**config.mk**
```make
export PLATFORM = sky130hd
export DESIGN_NAME = karat_div
export DESIGN_NICKNAME = d
export VERILOG_FILES = /design/src/rtl/karat_div.sv
export SDC_FILE = /design/constraint.sdc
export NUM_CORES = 1
export LEC_CHECK = 0
export CORE_ASPECT_RATIO = 1.5
export CORE_MARGIN = 1.5
export CORE_UTILIZATION = 55
export DETAILED_ROUTE_END_ITERATION = 10
export HOLD_SLACK_MARGIN = 0.03
export PLACE_DENSITY_LB_ADDON = 0.2
export SLEW_MARGIN = 20
export SYNTH_ARGS = -nofsm -noshare
export SYNTH_HDL_FRONTEND = slang
export SYNTH_SLANG_ARGS = --single-unit
export TNS_END_PERCENT = 30
```
**constraint.sdc**
```tcl
create_clock -name clk -period 6.4 [get_ports clk]
set_clock_uncertainty 0.2 [all_clocks]
set_input_delay 1.28 -clock clk [delete_from_list [all_inputs] [get_ports clk]]
set_output_delay 1.28 -clock clk [all_outputs]
set_load 0.005 [all_outputs]
```
**src/rtl/karat_div.sv**
```systemverilog
// Sequential radix-2 restoring divider: 2W-bit dividend by W-bit divisor.
// Valid/ready on both sides; error cases short-circuit from CHECK to DONE.
module karat_div #(
    parameter int WIDTH = 16
) (
    input  logic                 clk,
    input  logic                 rst_n,
    input  logic                 in_valid,
    output logic                 in_ready,
    input  logic [2*WIDTH-1:0]   C,
    input  logic [WIDTH-1:0]     B,
    output logic                 out_valid,
    input  logic                 out_ready,
    output logic [WIDTH-1:0]     Q,
    output logic [WIDTH-1:0]     R,
    output logic                 div_by_zero,
    output logic                 overflow,
    output logic                 busy
);

    localparam int CW = $clog2(WIDTH);
    localparam logic [CW-1:0] LAST = CW'(WIDTH - 1);

    typedef enum logic [1:0] {
        S_IDLE,
        S_CHECK,
        S_DIV,
        S_DONE
    } state_t;

    state_t              r_state;
    logic                r_in_ready;
    logic                r_out_valid;
    logic                r_busy;
    logic                r_dz;
    logic                r_ov;
    logic [WIDTH-1:0]    r_q;
    logic [WIDTH-1:0]    r_r;
    logic [2*WIDTH-1:0]  r_c;
    logic [WIDTH-1:0]    r_b;
    logic [WIDTH-1:0]    r_rem;
    logic [WIDTH-1:0]    r_qsh;
    logic [CW-1:0]       r_cnt;

    logic [WIDTH:0]      w_sh;
    logic                w_ge;
    logic [WIDTH-1:0]    w_rem_nx;
    logic [WIDTH-1:0]    w_qsh_nx;

    // rem < B always, so the shifted value needs one extra bit only for the compare
    assign w_sh     = {r_rem, r_qsh[WIDTH-1]};
    assign w_ge     = (w_sh >= {1'b0, r_b});
    assign w_rem_nx = w_ge ? (w_sh[WIDTH-1:0] - r_b) : w_sh[WIDTH-1:0];
    assign w_qsh_nx = {r_qsh[WIDTH-2:0], w_ge};

    always_ff @(posedge clk) begin
        if (!rst_n) begin
            r_state     <= S_IDLE;
            r_in_ready  <= 1'b1;
            r_out_valid <= 1'b0;
            r_busy      <= 1'b0;
            r_dz        <= 1'b0;
            r_ov        <= 1'b0;
            r_q         <= '0;
            r_r         <= '0;
            r_c         <= '0;
            r_b         <= '0;
            r_rem       <= '0;
            r_qsh       <= '0;
            r_cnt       <= '0;
        end else begin
            unique case (r_state)
                S_IDLE: begin
                    if (in_valid) begin
                        r_c        <= C;
                        r_b        <= B;
                        r_dz       <= 1'b0;
                        r_ov       <= 1'b0;
                        r_in_ready <= 1'b0;
                        r_busy     <= 1'b1;
                        r_state    <= S_CHECK;
                    end
                end
                S_CHECK: begin
                    if (r_b == '0) begin
                        r_q         <= '1;
                        r_r         <= r_c[WIDTH-1:0];
                        r_dz        <= 1'b1;
                        r_out_valid <= 1'b1;
                        r_state     <= S_DONE;
                    end else if (r_c[2*WIDTH-1:WIDTH] >= r_b) begin
                        r_q         <= '1;
                        r_r         <= '0;
                        r_ov        <= 1'b1;
                        r_out_valid <= 1'b1;
                        r_state     <= S_DONE;
                    end else begin
                        r_rem   <= r_c[2*WIDTH-1:WIDTH];
                        r_qsh   <= r_c[WIDTH-1:0];
                        r_cnt   <= '0;
                        r_state <= S_DIV;
                    end
                end
                S_DIV: begin
                    r_rem <= w_rem_nx;
                    r_qsh <= w_qsh_nx;
                    r_cnt <= r_cnt + 1'b1;
                    if (r_cnt == LAST) begin
                        r_q         <= w_qsh_nx;
                        r_r         <= w_rem_nx;
                        r_out_valid <= 1'b1;
                        r_state     <= S_DONE;
                    end
                end
                S_DONE: begin
                    if (out_ready) begin
                        r_out_valid <= 1'b0;
                        r_in_ready  <= 1'b1;
                        r_busy      <= 1'b0;
                        r_state     <= S_IDLE;
                    end
                end
                default: r_state <= S_IDLE;
            endcase
        end
    end

    assign in_ready    = r_in_ready;
    assign out_valid   = r_out_valid;
    assign busy        = r_busy;
    assign Q           = r_q;
    assign R           = r_r;
    assign div_by_zero = r_dz;
    assign overflow    = r_ov;

endmodule

```
==> results.md, run 1 <==
- The worst-case vdd ir drop is 0.372 mV.
- At the pin with the least slew margin, the transition time is 0.976 ns.
- The final critical path takes up between 60% and 70% of the cycle.
- The clock tree root buffer cell is clkbuf_16.
- The analysis attributes to cell leakage a power of about 3.0 nW.
- Sequential cells were found to cover approximately two fifths of the synthesized design area.
- Synthesis handed over a netlist of between 800 and 900 instances.
- Grouping stages by cell kind, the critical path spends the most delay in buffers and inverters.
- The worst setup path is launched from a register.
- The critical setup path kind is reg2reg.
- The startpoint of the worst hold path is r_c[12].
- Setup slack on the critical path of the routed design comes to 2.32 ns.
- The worst setup slack for register-to-register paths is around 2.3 ns.
- The share of layout cells above drive strength 1 is around 7.6%.
- The total negative slack is 0 ns.
- The final number of max-transition violations is 0.
- The number of vias after detailed routing is 6391.
- The cts-stage hold buffer count is 0.
- The buffer depth of the longest clock path is 2.
- The CTS tree is built.
- Row generation in the floorplan step produced 48 rows.
- The count of endpoints failing hold in the final timing report was 0.
- In this run the worst hold path is classified as reg2reg.
- In the final routing, the length of wire on met1 measures a little under 8 mm.
- The portion of synthesized area spent on multiplexers is between 2 and 2.5%.
- The synthesized netlist contains 60 unique library cells.
- The total of endpoints with negative setup slack in the final report is 0.
- Setup repair after global routing left no endpoint under its margin.
- The first-pass GRT wire length is 32.6 mm.
- The cell area after technology mapping is between 0.006 and 0.007 mm^2.
- The worst register-to-register path has a depth of 10.
- The highest signal layer in the routed design is met4.
- The H-tree was split into 4 levels.
- After clock tree synthesis, the clock-pin slew on the worst setup and hold paths is 0.06 ns.
- Port buffering added 88 buffers.
- The count of nets left with antenna violations after detail routing is 0.
- Summing the areas of all and, or, nand and nor instances in the mapped netlist gives between 20% and 30% of the synthesized area.
- The starting density of the core is 56.1%.
- The met3 layer wire length in the routed design is ~1.0 mm.
- The half-perimeter wire length after detailed placement is ~15 mm.
- The number of global-route vias before repair is between 6000 and 7000.
- The total overflow left after global routing is 0.
- The signed area change from the synthesized netlist to the final layout is 23.5%.
- The later-pin clock latency in the skew report is 0.42 ns.
- After detailed routing, the total wire length is 20.7 mm.
- The power per cell area is between 500 and 600 mW/mm^2.
- The via count normalized by instance count is approximately 6.
- Based on the critical path, the design can be clocked at up to 0.245 GHz.
- The wire length on met2 is approximately 11 mm.
- In this design, the stage delay of the slowest critical-path cell is 0.83 ns.
- For this design, the slowest cell found on the critical path is clkinv_1.
- After synthesis, the largest family of logic cells by area is compound AO/OA/AOI/OAI gates.
- Summing the areas of all xor and xnor instances in the mapped netlist gives less than 1% of the synthesized area.
- The average wire length per cell after detail routing is between 15 and 20 um.
- The core region is ~0.011 mm^2.
- The critical path goes through inv_1, ha_2, buf_4, clkinv_1, a31oi_1, a21oi_1, and2_1, buf_4, o21ai_0, a31oi_1.
- For this design the top-level I/O count stands at 89.
- The aggregate global-route resource usage is between 30 and 40%.
- The depth of the worst hold-timing path is 2.
- The synthesized netlist devotes ~7.7% of its cell area to adder and majority cells.
- Across the run, the number of max-cap violations was 0.
- The end of the worst hold path is r_c[12].
- The logic depth of the worst setup path including buffers is 10.
- At the worst endpoint, the arrival time is between 4 and 5 ns.
- The average cell area after synthesis is a little under 8 um^2.
- The first TritonRoute pass finished after 5 iterations.
- STA puts the critical path data required time at 6.47 ns.
- During synthesis, Yosys emitted a total of 0 warnings.
- Entering global routing, the biggest net connects 53 pins.
- The worst register-to-register path ends at R[6].
- STA classifies the critical path endpoint as a register.
- The die covers approximately 0.012 mm^2.
- The initial antenna violation count came to 0.
- The share of synthesized flip-flops with an asynchronous set or reset is 0%.
- The detailed router's first-iteration violation count is ~470.
- The count of filler cells inserted in the layout is between 900 and 1000.
- The routability congestion estimate from global placement is approximately 1.0.
- In the routed design, unresolved DRC markers number 0.
- The repair_antennas step left the layout with diodes totalling 0.
- Yosys mapped a number of flops with a built-in enable equal to 0.
- The tree built by TritonCTS fans out to between 100 and 150 sinks.
- Counting both buffers and inverters, the worst setup path holds a total of 4.
- The number of setup buffers added after CTS is 0.
- The total nets after synthesis is ~900.
- After the last flow step, the layout net total stands at between 900 and 1000.
- Timing analysis after detailed placement gives a worst setup slack of between 2 and 2.5 ns.
- The maximum fanout encountered on the critical timing path is between 50 and 60.
- The most instantiated flip-flop cell in the synthesis netlist is dfxtp_1.
- The number of clock buffers added by TritonCTS is 17.
- The time the final worst path needs with I/O delays and setup is 4.08 ns.
- The height of the die is between 100 and 150 um.
- The synthesized netlist devotes 25.6% of its cell area to compound gates.
- The post-CTS resize count is 0.
- Synthesis inferred 123 register bits.
- The flow ran to the end, and the final reports show no timing, DRC or antenna violations.
- The remaining max-slew budget at the tightest pin is between 30% and 40%.
- The startpoint identified for the worst register-to-register timing path is r_state[0].
- The width of the chip is between 90 and 100 um.
==> power breakdown <==
group	internal, W	leakage (nW)	switching [W]
Combinational	0.000925	1.73	0.00166
Sequential	0.000983	1.01	0.000185
Clock	0.000552	0.275	0.000385
Total	0.00246	3.01	0.00224
==> logic make-up (layout without fill, tap and decap cells) <==
group           count (synthesis)  count (layout)
simple gates                  290             290
xor+xnor                        5               5
fa+ha+maj                      39              39
compound gates                257             257
buf+inv                        81             158
flops                         123             123
mux                            15              15
==> placed cells by master, fill, tap and decap left out, types with 9 or more instances in the layout <==
cell	synthesis	routed
a211oi_1	22	22
a21o_1	12	12
a21oi_1	84	84
a31oi_1	15	15
buf_4	0	9
clkbuf_16	0	17
clkdlybuf4s50_1	0	88
dfxtp_1	123	123
ha_1	38	37
inv_1	28	27
mux2i_1	15	15
nand2_1	156	156
nand3_1	21	21
nor2_1	54	54
o21ai_0	51	51
o22ai_1	19	19
==> synthesized netlist by cell type, types with 12 or more instances <==
cell type	instances	area share [%]
nor2_1	54	3.2
a21oi_1	84	6.6
dfxtp_1	123	38
a21o_1	12	1.4
o22ai_1	19	1.9
nand3_1	21	1.6
a31oi_1	15	1.5
o21ai_0	51	4.0
mux2i_1	15	2.3
nand2_1	156	9.1
clkbuf_1	38	2.2
inv_1	28	1.6
ha_1	38	7.4
a211oi_1	22	2.6
==> worst min-delay path, delay by kind of cell, from the launching register on <==
kind | cells | cell delay [ns]
simple gates | 1 | 0.06
compound gates | 1 | 0.06
flops | 1 | 0.31
==> routing by layer <==
layer / vias to the layer above / global-route usage, %
met2: 253 / 63.1
li1: 3035 / -
met5: - / 0
met3: 72 / 4.94
met1: 3031 / 36.7
met4: 0 / 20.2
==> worst max-delay path by stage <==
| stage | from | slack [ns] | endpoint |
|---|---|---|---|
| floorplan | r_b[10] | 3.55 | R[10] |
| global placement | r_state[0] | 2.57 | R[2] |
| detailed placement | r_state[0] | 2.49 | R[9] |
| CTS | r_state[0] | 2.42 | R[6] |
| global route | r_state[0] | 2.11 | R[6] |
| finish | r_state[0] | 2.32 | R[6] |
==> registers in the layout (all words and copies together), names as in the netlist <==
name and flops:
in_ready 1, busy 1, r_state 2, r_cnt 4
out_valid 1, r_b 16, overflow 1, r_rem 16
Q 16, r_qsh 16, div_by_zero 1, R 16
r_c 32
==> stage by stage <==
step | cell area [um^2] | hold WS (ns) | std cells | power (W) | utilization, %
2_1_floorplan | 6400 | 0.237 | 810 | 0.00297 | -
3_3_place_gp | 7330 | 0.254 | 1005 | 0.00365 | 64.2
3_5_place_dp | 7330 | 0.264 | 1005 | 0.00369 | 64.2
4_1_cts | 7910 | 0.272 | 1037 | 0.00463 | 69.3
5_1_grt | 7910 | 0.294 | 1037 | 0.00496 | 69.3
6_report | 7910 | 0.272 | 1037 | 0.00470 | 69.3
==> area by class of cell <==
cell class,count,area (um^2),share of cell area [%]
multi-input cells,606,3620,45.8
flip-flops and latches,123,2460,31.1
repair buffers,97,948,12.0
clock buffers,18,439,5.55
well taps,150,188,2.37
clock inverters,14,139,1.76
inverters,29,109,1.38
Power figures use the tool's default switching activity.
==> inputs of run 2 (changes only) <==
CORE_UTILIZATION = 50   (was 55)
clock period = 3.3 ns   (was 6.4 ns; I/O delays follow)
==> results.md, run 2 (same netlist as run 1, synthesis figures left out) <==
- Counting flops per register, the top entry is r_c.
- In the layout the commonest cells are nand2_1 (156), dfxtp_1 (123), clkdlybuf4s50_1 (88), a21oi_1 (83), nor2_1 (54).
- The die outline area is 0.0135 mm^2 (+9.7%).
- The final number of max-transition violations came to 0 (unchanged).
- The post-route non-filler standard cell count is 1072 (+3.4%).
- The first-pass GRT wire length is 33.6 mm (+2.9%).
- The total of endpoints with negative setup slack in the final report is 0 (unchanged).
- The maximum fanout encountered on the critical timing path is 15 (-71%).
- The flow ran to the end, and the final reports show no timing, DRC or antenna violations.
- The average wire length per cell after detail routing is 20.4 um (+2.0%).
- The width of the chip is 95.4 um (+4.7%).
- The overall power of the completed layout was 0.00990 W (+110%).
- The height of the die is 142 um (+4.8%).
- The later-pin clock latency in the skew report was 0.42 ns (about the same).
- The post-route DRC violation count was 0 (unchanged).
- The class of the tightest hold or removal check is reg2reg.
- The worst setup margin was 0.172 ns (-2.15 ns).
- The number of H-tree levels is 4 (unchanged).
- TritonCTS built the clock tree.
- The clock edge transition at the registers on the reported setup and hold paths is 0.06 ns (about the same).
- The largest net degree at the start of global routing is 44 (-17%).
- The post-route clock period utilization is 94.8% (+31 points).
- The transition time at the pin with the least slew margin is 0.596 ns (-0.380 ns).
- The count of nets left with antenna violations after detail routing is 0 (unchanged).
- The switching component of the power is 0.00450 W (+100%).
- The number of global-route vias before repair is 6443 (+1.1%).
- The half-perimeter wire length after detailed placement is 16.1 mm (+6.8%).
- The placement-stage cell area is 0.00760 mm^2 (+3.7%).
- The via count normalized by instance count is 6.08 (-1.3%).
- The number of CTS-inserted buffers is 17 (unchanged).
- The buffer depth of the longest clock path came to 2 (unchanged).
- The critical path is of the reg2reg type.
- The proportion of power drawn by the clock network was 19.9% (about the same).
- The sequential fraction of design power is 22.9% (-2.0 points).
- The aggregate global-route resource usage is 33.0% (-1.2 points).
- The time the final worst path needs with I/O delays and setup is 3.13 ns (-0.952 ns).
- The worst setup slack before clock tree synthesis is 0.165 ns (-2.33 ns).
- The switching share of power is 45.5% (-2.1 points).
- The share of layout cells above drive strength 1 came to 10.8% (+3.3 points).
- The number of primary I/O pins is 89 (unchanged).
- The placeable core region is 0.0125 mm^2 (+9.6%).
- The total negative slack is 0 ns (unchanged).
- The endpoint kind of the worst setup timing path is a register.
- The initial antenna violation count was 0 (unchanged).
- The commonest non-fill, non-tap cell in the layout is nand2_1.
- The sink count of the clock tree was 123 (unchanged).
- Setup repair after global routing left no endpoint under its margin.
- The signed area change from the synthesized netlist to the final layout is 29.2%.
- STA classifies the critical path startpoint as a register.
- The total leakage power is 3.20 nW (+6.2%).
- The maximum operating frequency was 0.320 GHz (+30%).
- The antenna diode instance count is 0 (unchanged).
- The cell-internal power came to 0.00540 W (+120%).
- The detailed router's first-iteration violation count is 388 (-18%).
- The number of vias after detailed routing is 6521 (+2.0%).
- The number of core rows is 50 (+4.2%).
- The max-capacitance violation count was 0 (unchanged).
- The data required time of the worst path came to 3.41 ns (-3.06 ns).
- The total wirelength of the detailed-routed design is 21.9 mm (+5.5%).
- The cts-stage hold buffer count is 0 (unchanged).
- The total instance count after detailed placement is 1039 (+3.4%).
- The design area is 0.00828 mm^2 (+4.7%).
- The number of buffer cells added on primary ports is 88 (unchanged).
- The remaining max-slew budget at the tightest pin is 60.2% (+26 points).
- The power per cell area is 1200 mW/mm^2 (+100%).
- The starting density of the core came to 51.2% (-4.9 points).
- The count of endpoints failing hold in the final timing report is 0 (unchanged).
- The combinational fraction of design power is 57.2% (+2.0 points).
- The arrival time reported for the critical path endpoint was 3.24 ns (-0.91 ns).
- The worst-case vdd ir drop is 0.763 mV (+110%).
- The sum of overflow across all layers after global routing came to 0 (unchanged).
- The first-pass iteration count of the detailed router is 6 (+1).
- The routability congestion estimate from global placement is 1.00 (-0.40%).
- The final net count is 994 (+3.0%).
- The root buffer cell chosen for the clock tree is clkbuf_16.
- The number of flip-flops in the largest register is 32 (unchanged).
-- run 2: metal layers --
| layer | track usage, % | vias to the layer above | share of wire (%) |
|---|---|---|---|
| met4 | 24.5 | 0 | 7.4 |
| met3 | 6.00 | 82 | 4.8 |
| met1 | 36.6 | 3113 | 38 |
| li1 | - | 3085 | - |
| met2 | 55.1 | 241 | 50 |
| met5 | 0 | - | 0 |
-- run 2: worst paths after layout --
check           from       to  slack [ns]  depth (start not counted)
max          r_b[12]    R[15]        0.17                          9
min          r_c[12]  r_c[12]        0.27                          2
min reg2reg  r_c[12]  r_c[12]        0.27                          2
max reg2reg  r_b[12]    R[15]        0.17                          9
-- run 2: timing repair --
item / CTS / global route
setup endpoints to repair: 0 / 18
resized for setup: 0 / 5
buffers inserted: 0 / 0
-- run 2: worst max-delay path: stages (launching register included) --
cell and delay (ns):
dfxtp_1 0.37, inv_1 0.14, ha_2 0.35, and2_1 0.23, a21o_1 0.20, a41o_2 0.26, or4_4 0.67, o211ai_1 0.16
o22ai_1 0.16, o221a_2 0.27
-- run 2: final cells by class --
type,instances,area (um^2)
clock buffers,18,439
clock inverters,14,183
fillers,1043,4240
inverters,29,109
multi-input cells,606,3650
flip-flops and latches,123,2460
well taps,156,195
repair buffers,126,1230
-- run 2: metrics by stage --
stage          util [%]  hold WS [ns]
6_report           66.1         0.269
5_1_grt            66.1         0.294
4_1_cts            65.7         0.265
3_5_place_dp       60.7         0.257
3_3_place_gp       60.7         0.252
2_1_floorplan         -         0.237
-- run 2: power groups by stage --
stage	sequential (W)	clock, W	combinational [W]
5_1_grt	0.00229	0.00204	0.00613
2_1_floorplan	0.00216	0	0.00360
4_1_cts	0.00225	0.00198	0.00548
3_5_place_dp	0.00227	0	0.00542
3_3_place_gp	0.00226	0	0.00535
6_report	0.00227	0.00197	0.00566
